### src/rtl/answer_entry_if.sv
// Answer handshake between the entry stage and the game FSM.
// Master side presents a latched answer; slave side accepts it.
interface answer_entry_if #(
    parameter int WIDTH = 8
);
    logic             ans_valid;
    logic             ans_ready;
    logic [WIDTH-1:0] ans_data;

    modport master (
        output ans_valid,
        output ans_data,
        input  ans_ready
    );

    modport slave (
        input  ans_valid,
        input  ans_data,
        output ans_ready
    );
endinterface

### src/rtl/answer_entry.sv
// Input conditioning for the mental-math game: sync + debounce of the
// answer switches and submit button, one latched answer per enable window.
module answer_entry #(
    parameter int WIDTH           = 8,
    parameter int DEBOUNCE_CYCLES = 4,
    parameter int CNT_W           = 3
) (
    input  logic              clk,
    input  logic              rst,
    input  logic [WIDTH-1:0]  switch_raw,
    input  logic              submit_raw,
    input  logic              enable,
    answer_entry_if.master    ans,
    output logic [WIDTH-1:0]  sw_stable,
    output logic              armed,
    output logic              overrun
);

    typedef enum logic [1:0] {
        IDLE,
        ARMED,
        HOLD,
        DONE
    } state_e;

    localparam logic [CNT_W-1:0] CNT_MAX = CNT_W'(DEBOUNCE_CYCLES - 1);

    logic [WIDTH-1:0] sw_s1_q, sw_s1_d;
    logic [WIDTH-1:0] sw_s2_q, sw_s2_d;
    logic [WIDTH-1:0] sw_cand_q, sw_cand_d;
    logic [CNT_W-1:0] sw_cnt_q, sw_cnt_d;
    logic [WIDTH-1:0] sw_stable_q, sw_stable_d;

    logic             sub_s1_q, sub_s1_d;
    logic             sub_s2_q, sub_s2_d;
    logic             sub_cand_q, sub_cand_d;
    logic [CNT_W-1:0] sub_cnt_q, sub_cnt_d;
    logic             sub_stable_q, sub_stable_d;
    logic             sub_prev_q, sub_prev_d;

    state_e           state_q, state_d;
    logic             valid_q, valid_d;
    logic [WIDTH-1:0] data_q, data_d;
    logic             overrun_q, overrun_d;
    logic             press;

    always_comb begin
        sw_s1_d     = switch_raw;
        sw_s2_d     = sw_s1_q;
        sw_cand_d   = sw_cand_q;
        sw_cnt_d    = sw_cnt_q;
        sw_stable_d = sw_stable_q;
        if (sw_s2_q != sw_cand_q) begin
            sw_cand_d = sw_s2_q;
            sw_cnt_d  = '0;
        end else if (sw_cnt_q < CNT_MAX) begin
            sw_cnt_d = sw_cnt_q + CNT_W'(1);
        end else begin
            sw_stable_d = sw_cand_q;
        end
    end

    always_comb begin
        sub_s1_d     = submit_raw;
        sub_s2_d     = sub_s1_q;
        sub_cand_d   = sub_cand_q;
        sub_cnt_d    = sub_cnt_q;
        sub_stable_d = sub_stable_q;
        if (sub_s2_q != sub_cand_q) begin
            sub_cand_d = sub_s2_q;
            sub_cnt_d  = '0;
        end else if (sub_cnt_q < CNT_MAX) begin
            sub_cnt_d = sub_cnt_q + CNT_W'(1);
        end else begin
            sub_stable_d = sub_cand_q;
        end
    end

    // Rising edge of the debounced button; history tracks in every state
    assign press      = sub_stable_q & ~sub_prev_q;
    assign sub_prev_d = sub_stable_q;

    always_comb begin
        state_d   = state_q;
        valid_d   = valid_q;
        data_d    = data_q;
        overrun_d = overrun_q;
        if (!enable) begin
            state_d = IDLE;
            valid_d = 1'b0;
        end else begin
            unique case (state_q)
                IDLE: begin
                    state_d   = ARMED;
                    overrun_d = 1'b0;
                end
                ARMED: begin
                    if (press) begin
                        data_d  = sw_stable_q;
                        valid_d = 1'b1;
                        state_d = HOLD;
                    end
                end
                HOLD: begin
                    if (press) begin
                        overrun_d = 1'b1;
                    end
                    if (ans.ans_ready) begin
                        valid_d = 1'b0;
                        state_d = DONE;
                    end
                end
                DONE: begin
                    state_d = DONE;
                end
                default: begin
                    state_d = IDLE;
                end
            endcase
        end
    end

    always_ff @(posedge clk) begin
        if (rst) begin
            sw_s1_q      <= '0;
            sw_s2_q      <= '0;
            sw_cand_q    <= '0;
            sw_cnt_q     <= '0;
            sw_stable_q  <= '0;
            sub_s1_q     <= 1'b0;
            sub_s2_q     <= 1'b0;
            sub_cand_q   <= 1'b0;
            sub_cnt_q    <= '0;
            sub_stable_q <= 1'b0;
            sub_prev_q   <= 1'b0;
            state_q      <= IDLE;
            valid_q      <= 1'b0;
            data_q       <= '0;
            overrun_q    <= 1'b0;
        end else begin
            sw_s1_q      <= sw_s1_d;
            sw_s2_q      <= sw_s2_d;
            sw_cand_q    <= sw_cand_d;
            sw_cnt_q     <= sw_cnt_d;
            sw_stable_q  <= sw_stable_d;
            sub_s1_q     <= sub_s1_d;
            sub_s2_q     <= sub_s2_d;
            sub_cand_q   <= sub_cand_d;
            sub_cnt_q    <= sub_cnt_d;
            sub_stable_q <= sub_stable_d;
            sub_prev_q   <= sub_prev_d;
            state_q      <= state_d;
            valid_q      <= valid_d;
            data_q       <= data_d;
            overrun_q    <= overrun_d;
        end
    end

    assign ans.ans_valid = valid_q;
    assign ans.ans_data  = data_q;
    assign sw_stable     = sw_stable_q;
    assign armed         = (state_q == ARMED);
    assign overrun       = overrun_q;

endmodule

### src/flat_wrapper.sv
// flat-port wrapper written by rule: the top's interface ports become plain ports
module answer_entry_flat 
#(
    parameter int WIDTH           = 8,
    parameter int DEBOUNCE_CYCLES = 4,
    parameter int CNT_W           = 3
)
  (clk, rst, switch_raw, submit_raw, enable, sw_stable, armed, overrun, ans_ans_valid, ans_ans_data, ans_ans_ready);
  answer_entry_if #(.WIDTH(WIDTH)) ans_i ();
  input  logic clk;
  input  logic rst;
  input  logic [WIDTH-1:0] switch_raw;
  input  logic submit_raw;
  input  logic enable;
  output logic [WIDTH-1:0] sw_stable;
  output logic armed;
  output logic overrun;
  output wire logic [$bits(ans_i.ans_valid)-1:0] ans_ans_valid;
  output wire logic [$bits(ans_i.ans_data)-1:0] ans_ans_data;
  input wire logic [$bits(ans_i.ans_ready)-1:0] ans_ans_ready;
  assign ans_ans_valid = ans_i.ans_valid;
  assign ans_ans_data = ans_i.ans_data;
  assign ans_i.ans_ready = ans_ans_ready;
  answer_entry #(.WIDTH(WIDTH), .DEBOUNCE_CYCLES(DEBOUNCE_CYCLES), .CNT_W(CNT_W)) u_core (.clk(clk), .rst(rst), .switch_raw(switch_raw), .submit_raw(submit_raw), .enable(enable), .ans(ans_i), .sw_stable(sw_stable), .armed(armed), .overrun(overrun));
endmodule
### config.mk
export PLATFORM = sky130hd
export DESIGN_NAME = answer_entry_flat
export DESIGN_NICKNAME = d
export VERILOG_FILES = /design/src/rtl/answer_entry_if.sv /design/src/rtl/answer_entry.sv /design/src/flat_wrapper.sv
export SDC_FILE = /design/constraint.sdc
export NUM_CORES = 1
export LEC_CHECK = 0
export CORE_UTILIZATION = 52
export DETAILED_ROUTE_END_ITERATION = 7
export PLACE_DENSITY = 0.78
export SLEW_MARGIN = 20
export SYNTH_ARGS = -nofsm -noshare
export SYNTH_HDL_FRONTEND = slang
export SYNTH_SLANG_ARGS = --single-unit
### constraint.sdc
create_clock -name clk -period 2.1 [get_ports clk]
set_input_delay 0.63 -clock clk [delete_from_list [all_inputs] [get_ports clk]]
set_output_delay 0.63 -clock clk [all_outputs]
set_load 0.02 [all_outputs]
# Word-level counts from Yosys, hierarchy flattened
# Cells that the tools add are included.
# totals
register_bits,55
inputBits,13
out_inout_bits,19
wordCells,53
# op_classes
addsub,2
magnitude_cmp,2
n_eq_ne,8
n_mux,7
bitwise,7
n_reduce_logical,12
# ops
op,n
$reduce_and 3->1,3
$ne 8x8->1,1
$pmux 2 s4,1
$add 3x1->3 const B,2
$lt 3x2->1 const B,2
$not 1->1,6
$reduce_and 2->1,3
$reduce_or 2->1,3
$eq 2x2->1 const B,2
$mux 2,2
$ne 2x1->1 const B,2
$pmux 1 s2,2
$reduce_bool 2->1,2
$eq 2x1->1 const B,1
$logic_not 2->1,1
$mux 1,2
$ne 2x2->1 const B,1
$and 1x1->1,1
$ne 1x1->1,1

# Logic depth before layout (Yosys ltp)
# Gate-level depths: netlist of run 1.
# logic_depth
depth_word,4
mapped_depth,5
ltp_nobuf,4

# Worst setup path after synthesis of run 1
# OpenSTA, ideal clock, no wires.
# synth_path
path_kind,reg-to-reg
startpoint,register u_core.sw_cand_q[7]
endpoint,"register u_core.sw_stable_q[0], in the netlist u_core.sw_stable[0]"
setup_time_ns,0.072
arrival_ns,1.403
required_ns,2.028
setup_slack_ns,0.625
stages_incl_launch_ff,5
n_path_buf,0
period_less_slack_ns,1.475
path_cell_list,dfxtp_1 > xnor2_1 > nand4_1 > nor4_4 > mux2i_1
# synth_between
elab_chain_cells,3
# synth_lines
item,line,text
from (decl),answer_entry.sv:30,"logic [WIDTH-1:0] sw_cand_q, sw_cand_d;"
from (signal assigned),answer_entry.sv:143,sw_cand_q <= sw_cand_d;
$ne 8x8->1,answer_entry.sv:53,if (sw_s2_q != sw_cand_q) begin
$not 1->1 (no source line),--,
$reduce_and 2->1 (no source line),--,
to (signal assigned),answer_entry.sv:145,sw_stable_q <= sw_stable_d;
to (decl),answer_entry.sv:32,"logic [WIDTH-1:0] sw_stable_q, sw_stable_d;"
# Every way passes these cells.
# A chain may end at the register's enable or synchronous reset.

# Final worst setup path of run 1
# layout_path
startpoint,"register u_core.sw_stable_q[0], in the netlist u_core.sw_stable[0]"
endpoint,output port sw_stable[0]
# layout_lines
item,line,text
to (decl),flat_wrapper.sv:15,output logic [WIDTH-1:0] sw_stable;
# No word-level cell between the ends.

==> metrics.txt, run 1 <==
status finished, final reports clean; remaining antenna violation count after routing 0; worst r2r src u_core.sw_cand_q[7]; drt initial violations 49; Die Width 63.50 µm; RSZ-0062 raised after global routing false; clock group share of total power 0.335; setup violators final 0; CTS Sinks 55; switching share of total power 0.2094; routed wire length 3.054 mm; YS warnings 0; # IOs 32; Die Ht 63.50 µm; post-synth cell types 24; global-route wire length before repair 5.685 mm; sequential-to-total area share from yosys stat 0.5598; Reg area 1101 µm²; DR vias 1,312; CP Max Fanout 3; worst endpoint data arrival time 1.30 ns; Final Hold Fails 0; post-CTS sizing 1; Final Cycle Share 0.9183; Synth area leaders dfxtp_1 56%, nor2b_1 10%, mux2i_1 8.1%; core area 3468 µm²; Detail Placement HPWL 2.306 mm; net switching power 0.0003812 W; Clock Tree Root clkbuf_8; Yosys top cell by area dfxtp_1; drt wl/cell 11.35 µm; Reg clk slew, reported paths 0.09 ns; Worst IR Drop VDD 0.5020 mV; H-tree depth 2; mapped cell area 1967 µm²; P_int 0.001439 W; startpoint types flop; Synth Net Count 202; GRT overflow 0; clock skew 0.005156 ns; Final Critical Period 1.928 ns; Cells after DPL 261; area of the multi-input gates 834.6 µm²; RePlAce Congestion 0.6954; Worst setup EP type output pin; Leak Pwr 0.8609 nW; layout cell share with drive strength beyond 1 0.05381; CTS tree built; WS Path Type reg2out; Slew Viols, Final 0; total CTS buffers 5; Worst Hold Path EP u_core.sw_s2_q[2]; clk_lat worst skew 0.30 ns; PortBufs 31; Hold Startpoint u_core.sw_s1_q[2]; Net count, final 237; Cell Rows 21; Bufs and invs on worst path 1; FF-to-FF path depth 5; top cell family by delay on the critical path buffers and inverters; detailed-route DRC error count 0; Max Cap Violations 0; synthesized netlist cell count 187; hold depth 1; Hold Path Class reg2reg; fraction of power consumed by sequential logic 0.601; Yosys top cell area share 0.5598; Mapped Avg Cell Area 10.52 µm²; Initial Utilization 0.5671; CTS Hold Bufs 0; final hold slack 0.4437 ns; vias per std cell 4.877; Fillers 273; actual slew at the worst max-slew pin 0.4781 ns; Area Overhead vs Synth 24.49%; Final Non-Filler Cells 269; setup tns final 0 ns; Slowest-stage cell, CP clkdlybuf4s50_1; PwrDens 743.4 nW/µm²; clk buf depth 2; Comb pwr share 0.064; GRT Overall Usage 0.1852; initial antenna violation count 0; DIE AREA 4032 µm²; Worst R2R Setup Slack 0.62 ns; number of global-route vias before repair 1,342; fmax 518.6 MHz; Cell Chain, Critical Path clkdlybuf4s50_1; # diodes 0; max incr delay on CP 0.62 ns; postcts setup bufs 0; largest net degree at the start of global routing 38; DRT Pass-1 Iters 4; FF+latch count, synth 55; relative slew slack 0.6783; WP data required 1.47 ns; reg2reg end u_core.sw_stable[1]
==> Yosys cell counts <==
library cell / instances
a211oi_1: 2
xnor2_1: 9
nand2_1: 7
and4b_1: 1
inv_1: 1
a21oi_1: 8
o21ai_0: 7
nor4_4: 1
nand2b_1: 16
clkbuf_1: 6
a31oi_1: 1
a21boi_0: 1
dfxtp_1: 55
buf_2: 1
mux2i_1: 16
ha_1: 2
nor3b_1: 2
nor4_1: 1
nand4_1: 1
nor3_1: 1
nor2b_1: 33
or2b_1: 3
nor2_1: 11
and2_1: 1
==> per-layer routing <==
layer	part of all wire	GRT usage	routed length, µm
met1	0.44	0.2011	1350
met2	0.49	0.3191	1488
met3	0.046	0.06522	140
met4	0.025	0.08523	75
met5	0	0	0
==> cells in the final DEF, fill, tap and decap left out <==
cell type,Yosys,layout
dfxtp_1,55,55
nor2b_1,33,33
clkdlybuf4s50_1,0,30
mux2i_1,16,16
nand2b_1,16,16
nor2_1,11,11
xnor2_1,9,9
a21oi_1,8,8
nand2_1,7,7
o21ai_0,7,7
clkbuf_8,0,7
or2b_1,3,3
buf_4,0,3
nor3b_1,2,2
a211oi_1,2,2
ha_1,2,2
inv_1,1,1
and4b_1,1,1
a31oi_1,1,1
nor3_1,1,1
nand4_1,1,1
nor4_4,1,1
nor4_1,1,1
a21boi_0,1,1
and2_1,1,1
clkbuf_1,6,1
dlygate4sd2_1,0,1
buf_12,0,1
==> power groups by stage <==
stage / combinational [W] / clock [W] / sequential [W]
2_1_floorplan: 0.0000740 / 0 / 0.00111
3_3_place_gp: 0.000109 / 0 / 0.00112
3_5_place_dp: 0.000118 / 0 / 0.00112
4_1_cts: 0.000117 / 0.000626 / 0.00109
5_1_grt: 0.000131 / 0.000675 / 0.00110
6_report: 0.000116 / 0.000610 / 0.00109
==> metrics by stage <==
step	setup slack [ns]	utilization	cell area [µm²]	power (W)
finish	0.1716	0.7060	2449	0.001820
global route	0.07878	0.7060	2449	0.001907
CTS	0.1534	0.7060	2449	0.001838
detailed placement	0.1827	0.6775	2350	0.001237
global placement	0.2375	0.6775	2350	0.001225
floorplan	0.6253	-	1967	0.001188
==> registers in the layout, summed over array words and instances, names as in the netlist <==
signal and flops:
u_core.sub_cand_q 1, u_core.sw_s1_q 8, u_core.state_q 2, u_core.sw_s2_q 8, u_core.sub_prev_q 1, u_core.ans.ans_data 8
u_core.sw_cand_q 8, u_core.sub_s1_q 1, u_core.sub_cnt_q 3, u_core.ans.ans_valid 1, u_core.sub_prev_d 1, u_core.sw_stable 8
u_core.sub_s2_q 1, u_core.overrun 1, u_core.sw_cnt_q 3
==> worst max-delay path by stage <==
stage	startpoint	slack, ns	end	depth (start not counted)
6_report	u_core.sw_stable[0]	0.17	sw_stable[0]	1
5_1_grt	u_core.state_q[0]	0.08	armed	3
4_1_cts	u_core.sw_stable[0]	0.15	sw_stable[0]	1
3_5_place_dp	enable	0.18	u_core.ans.ans_data[4]	5
3_3_place_gp	enable	0.24	u_core.ans.ans_data[0]	5
2_1_floorplan	u_core.sw_cand_q[7]	0.63	u_core.sw_stable[0]	4
==> layout make-up <==
cell class	instances	area share
well taps	46	0.02351
inverters	1	0.001533
flip-flops and latches	55	0.4497
repair buffers	35	0.1436
multi-input cells	124	0.3408
clock buffers	8	0.04088
==> cells by family after synthesis <==
logic type,share of synthesized area
muxes,0.08142
and+or+nand+nor,0.2373
DFF,0.5598
AOI/OAI and AO/OA,0.05280
buffers and inverters,0.01590
xor gates and xnor gates,0.04008
adders and majority gates,0.01272
(Power assumes the default switching activity.)
==> run 2: changes to the inputs <==
- CAP_MARGIN: unset -> 20
- CORE_MARGIN: unset -> 2
==> metrics.txt, run 2 (synthesized netlist as in run 1, its figures left out) <==
final instance area 2434 µm² (-0.61%); relative slew slack 0.7289 (+0.05056); DRT Pass-1 Iters 4 (unchanged); Hold Path Class reg2reg; Worst IR Drop VDD 0.4379 mV (-13%); final hold slack 0.4384 ns (-0.005334 ns); Bufs and invs on worst path 1 (unchanged); core area 3661 µm² (+5.6%); drt wl/cell 11.48 µm (+1.1%); clk_lat worst skew 0.30 ns (about the same); drt initial violations 41 (-16%); # diodes 0 (unchanged); status finished, final reports clean; Slowest-stage cell, CP clkdlybuf4s50_1; Die Width 65.50 µm (+3.1%); Slew Viols, Final 0 (unchanged); max incr delay on CP 0.62 ns (about the same); CTS Hold Bufs 0 (unchanged); startpoint types flop; Final Hold Fails 0 (unchanged); clock skew 0.003661 ns (-0.001494 ns); actual slew at the worst max-slew pin 0.4067 ns (-0.07143 ns); CTS Sinks 55 (unchanged); Fillers 281 (+2.9%); WP data required 1.47 ns (about the same); commonest non-fill, non-tap cells in the layout 55 x dfxtp_1, 33 x nor2b_1, 29 x clkdlybuf4s50_1, 16 x mux2i_1, 16 x nand2b_1; DIE AREA 4290 µm² (+6.4%); Placed Area 2347 µm² (-0.11%); Final Critical Period 1.932 ns (+0.003352 ns); Final Non-Filler Cells 270 (+0.37%); vias per std cell 4.815 (-1.3%); GRT Overall Usage 0.1715 (-0.01369); H-tree depth 2 (unchanged); Reg clk slew, reported paths 0.08 ns (about the same); Clock Tree Root clkbuf_8; number of global-route vias before repair 1,314 (-2.1%); setup tns final 0 ns (unchanged); Cell Rows 22 (+4.8%); Initial Utilization 0.5373 (-0.02985); CP Max Fanout 3 (unchanged); CTS tree built; Area Overhead vs Synth 23.73%; GRT overflow 0 (unchanged); Worst setup EP type output pin; # IOs 32 (unchanged); Die Ht 65.50 µm (+3.1%); global-route wire length before repair 5.609 mm (-1.3%); fmax 517.7 MHz (-0.17%); Detail Placement HPWL 2.280 mm (-1.1%); initial antenna violation count 0 (unchanged); DR vias 1,300 (-0.91%); RePlAce Congestion 0.7436 (+6.9%); layout cell share with drive strength beyond 1 0.05856 (+0.004747); Net count, final 237 (unchanged); largest net degree at the start of global routing 30 (-21%); remaining antenna violation count after routing 0 (unchanged); worst endpoint data arrival time 1.30 ns (about the same); WS Path Type reg2out; Max Cap Violations 0 (unchanged); routed wire length 3.099 mm (+1.5%); detailed-route DRC error count 0 (unchanged); top cell family by delay on the critical path buffers and inverters; setup violators final 0 (unchanged); Post-Route Utilization 0.6647 (-0.04126); Cell Chain, Critical Path clkdlybuf4s50_1; PwrDens 726.7 nW/µm² (-2.2%); PortBufs 31 (unchanged); RSZ-0062 raised after global routing false; clk buf depth 2 (unchanged); Leak Pwr 0.8545 nW (-0.74%); Cells after DPL 263 (+0.77%); Final Cycle Share 0.9199 (+0.001596); total CTS buffers 5 (unchanged); commonest non-fill, non-tap cell in the layout dfxtp_1
-- run 2: timing repair --
action | in CTS | in global routing
resized for setup | 1 | 0
setup buffers | 0 | 0
setup endpoints to repair | 1 | 0
-- run 2: power by group --
part | switching (W) | internal, W
combinational | 0.0000501 | 0.0000614
sequential | 0.0000224 | 0.00107
clock | 0.000303 | 0.000259
-- run 2: stage by stage --
stage	power [W]	worst slack, ns
2_1_floorplan	0.001188	0.6253
3_3_place_gp	0.001221	0.2267
3_5_place_dp	0.001233	0.1741
4_1_cts	0.001793	0.1518
5_1_grt	0.001852	0.1125
6_report	0.001768	0.1682
-- run 2: final timing paths --
path | end | start | slack [ns] | cells after the start
min | u_core.sw_s2_q[7] | u_core.sw_s1_q[7] | 0.44 | 1
min reg2reg | u_core.sw_s2_q[7] | u_core.sw_s1_q[7] | 0.44 | 1
max reg2reg | u_core.sw_stable[0] | u_core.sw_cand_q[0] | 0.61 | 5
max | sw_stable[2] | u_core.sw_stable[2] | 0.17 | 1
-- run 2: area by class of cell --
class                           instances  area (µm²)  area share
Inverter                                1       3.754    0.001542
Timing Repair Buffer                   35       346.6      0.1424
Sequential cell                        55        1101      0.4524
Tap cell                               48       60.06     0.02468
Multi-Input combinational cell        124       834.6      0.3429
Clock inverter                          1       5.005    0.002057
Clock buffer                            6       82.58     0.03393
-- run 2: routing by layer --
layer	part of all wire	vias to the layer above	track usage	routed length [µm]
met3	0.048	4	0.05308	149
met2	0.50	35	0.3125	1561
met1	0.44	587	0.1844	1351
met4	0.012	0	0.06510	36
met5	0	-	0	0
li1	-	674	-	-
==> run 3: changes to the inputs <==
- CAP_MARGIN: 20 -> unset
- REMOVE_ABC_BUFFERS: unset -> 1
==> metrics.txt, run 3 (synthesized netlist as in run 1, its figures left out) <==
status finished, final reports clean; # diodes 0 (unchanged); CTS Hold Bufs 0 (unchanged); Worst setup EP type output pin; startpoint types flop; Detail Placement HPWL 2.271 mm (-0.40%); RePlAce Congestion 0.7677 (+3.2%); CP Max Fanout 3 (unchanged); max incr delay on CP 0.62 ns (about the same); global-route wire length before repair 5.106 mm (-9.0%); worst r2r src u_core.sw_cand_q[0]; post-CTS sizing 1 (unchanged); core area 3661 µm² (unchanged); Worst IR Drop VDD 0.4775 mV (+9.0%); drt wl/cell 11.63 µm (+1.3%); setup violators final 0 (unchanged); Cells after DPL 261 (-0.76%); # IOs 32 (unchanged); Net count, final 235 (-0.84%); Hold Startpoint u_core.sw_s1_q[2]; commonest non-fill, non-tap cells in the layout 55 x dfxtp_1, 33 x nor2b_1, 29 x clkdlybuf4s50_1, 16 x mux2i_1, 16 x nand2b_1; setup tns final 0 ns (unchanged); DRT Pass-1 Iters 3 (-1); remaining antenna violation count after routing 0 (unchanged); drt initial violations 92 (+120%); CTS Sinks 55 (unchanged); WS Path Type reg2out; Max Cap Violations 0 (unchanged); Final Cycle Share 0.9194 (about the same); Reg clk slew, reported paths 0.09 ns (about the same); layout cell share with drive strength beyond 1 0.04545 (-0.01310); GRT Overall Usage 0.1575 (-0.01395); Final Hold Fails 0 (unchanged); fraction of power consumed by sequential logic 0.591 (-0.028); DIE AREA 4290 µm² (unchanged); Final Non-Filler Cells 268 (-0.74%); net switching power 0.0003676 W (-2.0%); commonest non-fill, non-tap cell in the layout dfxtp_1; postcts setup bufs 0 (unchanged); WP data required 1.47 ns (about the same); Clock Tree Root clkbuf_8; switching share of total power 0.1985 (-0.01371); number of global-route vias before repair 1,224 (-6.8%); CTS tree built; clk_lat worst skew 0.29 ns (about the same); P_int 0.001484 W (+6.5%); Cell Chain, Critical Path clkdlybuf4s50_1; Bufs and invs on worst path 1 (unchanged); Area Overhead vs Synth 24.36%; Cell Rows 22 (unchanged); initial antenna violation count 0 (unchanged); clock group share of total power 0.349 (+0.031); PortBufs 31 (unchanged); Slew Viols, Final 0 (unchanged); detailed-route DRC error count 0 (unchanged); hold depth 1 (unchanged); FF-to-FF path depth 4 (-1); Slowest-stage cell, CP clkdlybuf4s50_1; Leak Pwr 0.8530 nW (-0.17%); total CTS buffers 5 (unchanged); Worst R2R Setup Slack 0.37 ns (-0.24 ns); clock skew 0.005741 ns (+0.002080 ns); Worst Hold Path EP u_core.sw_s2_q[2]; routed wire length 3.117 mm (+0.58%); Die Ht 65.50 µm (unchanged); Comb pwr share 0.060 (-0.003); vias per std cell 4.836 (+0.44%); PwrDens 757.1 nW/µm² (+4.2%); clk buf depth 2 (unchanged); fmax 517.9 MHz (about the same); DR vias 1,296 (-0.31%); actual slew at the worst max-slew pin 0.7131 ns (+0.3064 ns); top cell family by delay on the critical path buffers and inverters; Fillers 267 (-5.0%); RSZ-0062 raised after global routing false; GRT overflow 0 (unchanged); largest net degree at the start of global routing 44 (+47%); Hold Path Class reg2reg; Initial Utilization 0.5373 (unchanged); Die Width 65.50 µm (unchanged); Final Critical Period 1.931 ns (-0.001040 ns); relative slew slack 0.5210 (-0.2079); worst endpoint data arrival time 1.30 ns (about the same); H-tree depth 2 (unchanged); reg2reg end u_core.sw_stable[6]
==> run 3: cell count changes in the layout (fill, tap and decap cells not counted) <==
cell       delta
buf_12        +1
buf_4         -3
clkbuf_8      -1
bufinv_16     +1
clkbuf_1      +1
clkinv_2      -1
==> run 3: worst max path at each step <==
| stage | slack (ns) | endpoint | cells after the start | start |
|---|---|---|---|---|
| floorplan | 0.63 | u_core.sw_stable[0] | 4 | u_core.sw_cand_q[7] |
| CTS | 0.16 | sw_stable[0] | 1 | u_core.sw_stable[0] |
| finish | 0.17 | sw_stable[0] | 1 | u_core.sw_stable[0] |
| global placement | 0.24 | u_core.ans.ans_data[4] | 5 | enable |
| detailed placement | 0.18 | u_core.ans.ans_data[6] | 5 | enable |
| global route | 0.12 | sw_stable[0] | 1 | u_core.sw_stable[0] |
==> run 3: power groups by stage <==
stage | sequential (W) | clock [W] | combinational [W]
4_1_cts | 0.00109 | 0.000665 | 0.000113
2_1_floorplan | 0.00111 | 0 | 0.0000622
5_1_grt | 0.00110 | 0.000711 | 0.000123
6_report | 0.00109 | 0.000646 | 0.000112
3_5_place_dp | 0.00112 | 0 | 0.000114
3_3_place_gp | 0.00112 | 0 | 0.000106
==> run 3: stage by stage <==
stage / hold WS (ns) / setup WS [ns] / total power, W / util / instance area, µm²
5_1_grt: 0.4602 / 0.1218 / 0.001933 / 0.6681 / 2446
2_1_floorplan: 0.4138 / 0.6253 / 0.001176 / - / 1939
3_5_place_dp: 0.4212 / 0.1804 / 0.001233 / 0.6405 / 2345
3_3_place_gp: 0.4182 / 0.2376 / 0.001221 / 0.6405 / 2345
6_report: 0.4401 / 0.1693 / 0.001852 / 0.6681 / 2446
4_1_cts: 0.4411 / 0.1552 / 0.001872 / 0.6681 / 2446
==> run 3: final cells by class <==
type                    count  area (µm²)  area share
clock inverters             1       30.03     0.01228
well taps                  48       60.06     0.02455
flip-flops and latches     55        1101      0.4501
clock buffers               6       72.57     0.02967
repair buffers             33       344.1      0.1407
inverters                   1       3.754    0.001535
multi-input cells         124       834.6      0.3412
==> run 3: layer usage <==
layer	part of all wire	up-vias	wire [µm]	GRT usage
li1	-	672	-	-
met1	0.42	582	1314	0.1601
met2	0.51	33	1583	0.2895
met3	0.047	9	146	0.03767
met4	0.023	0	73	0.09375
met5	0	-	0	0
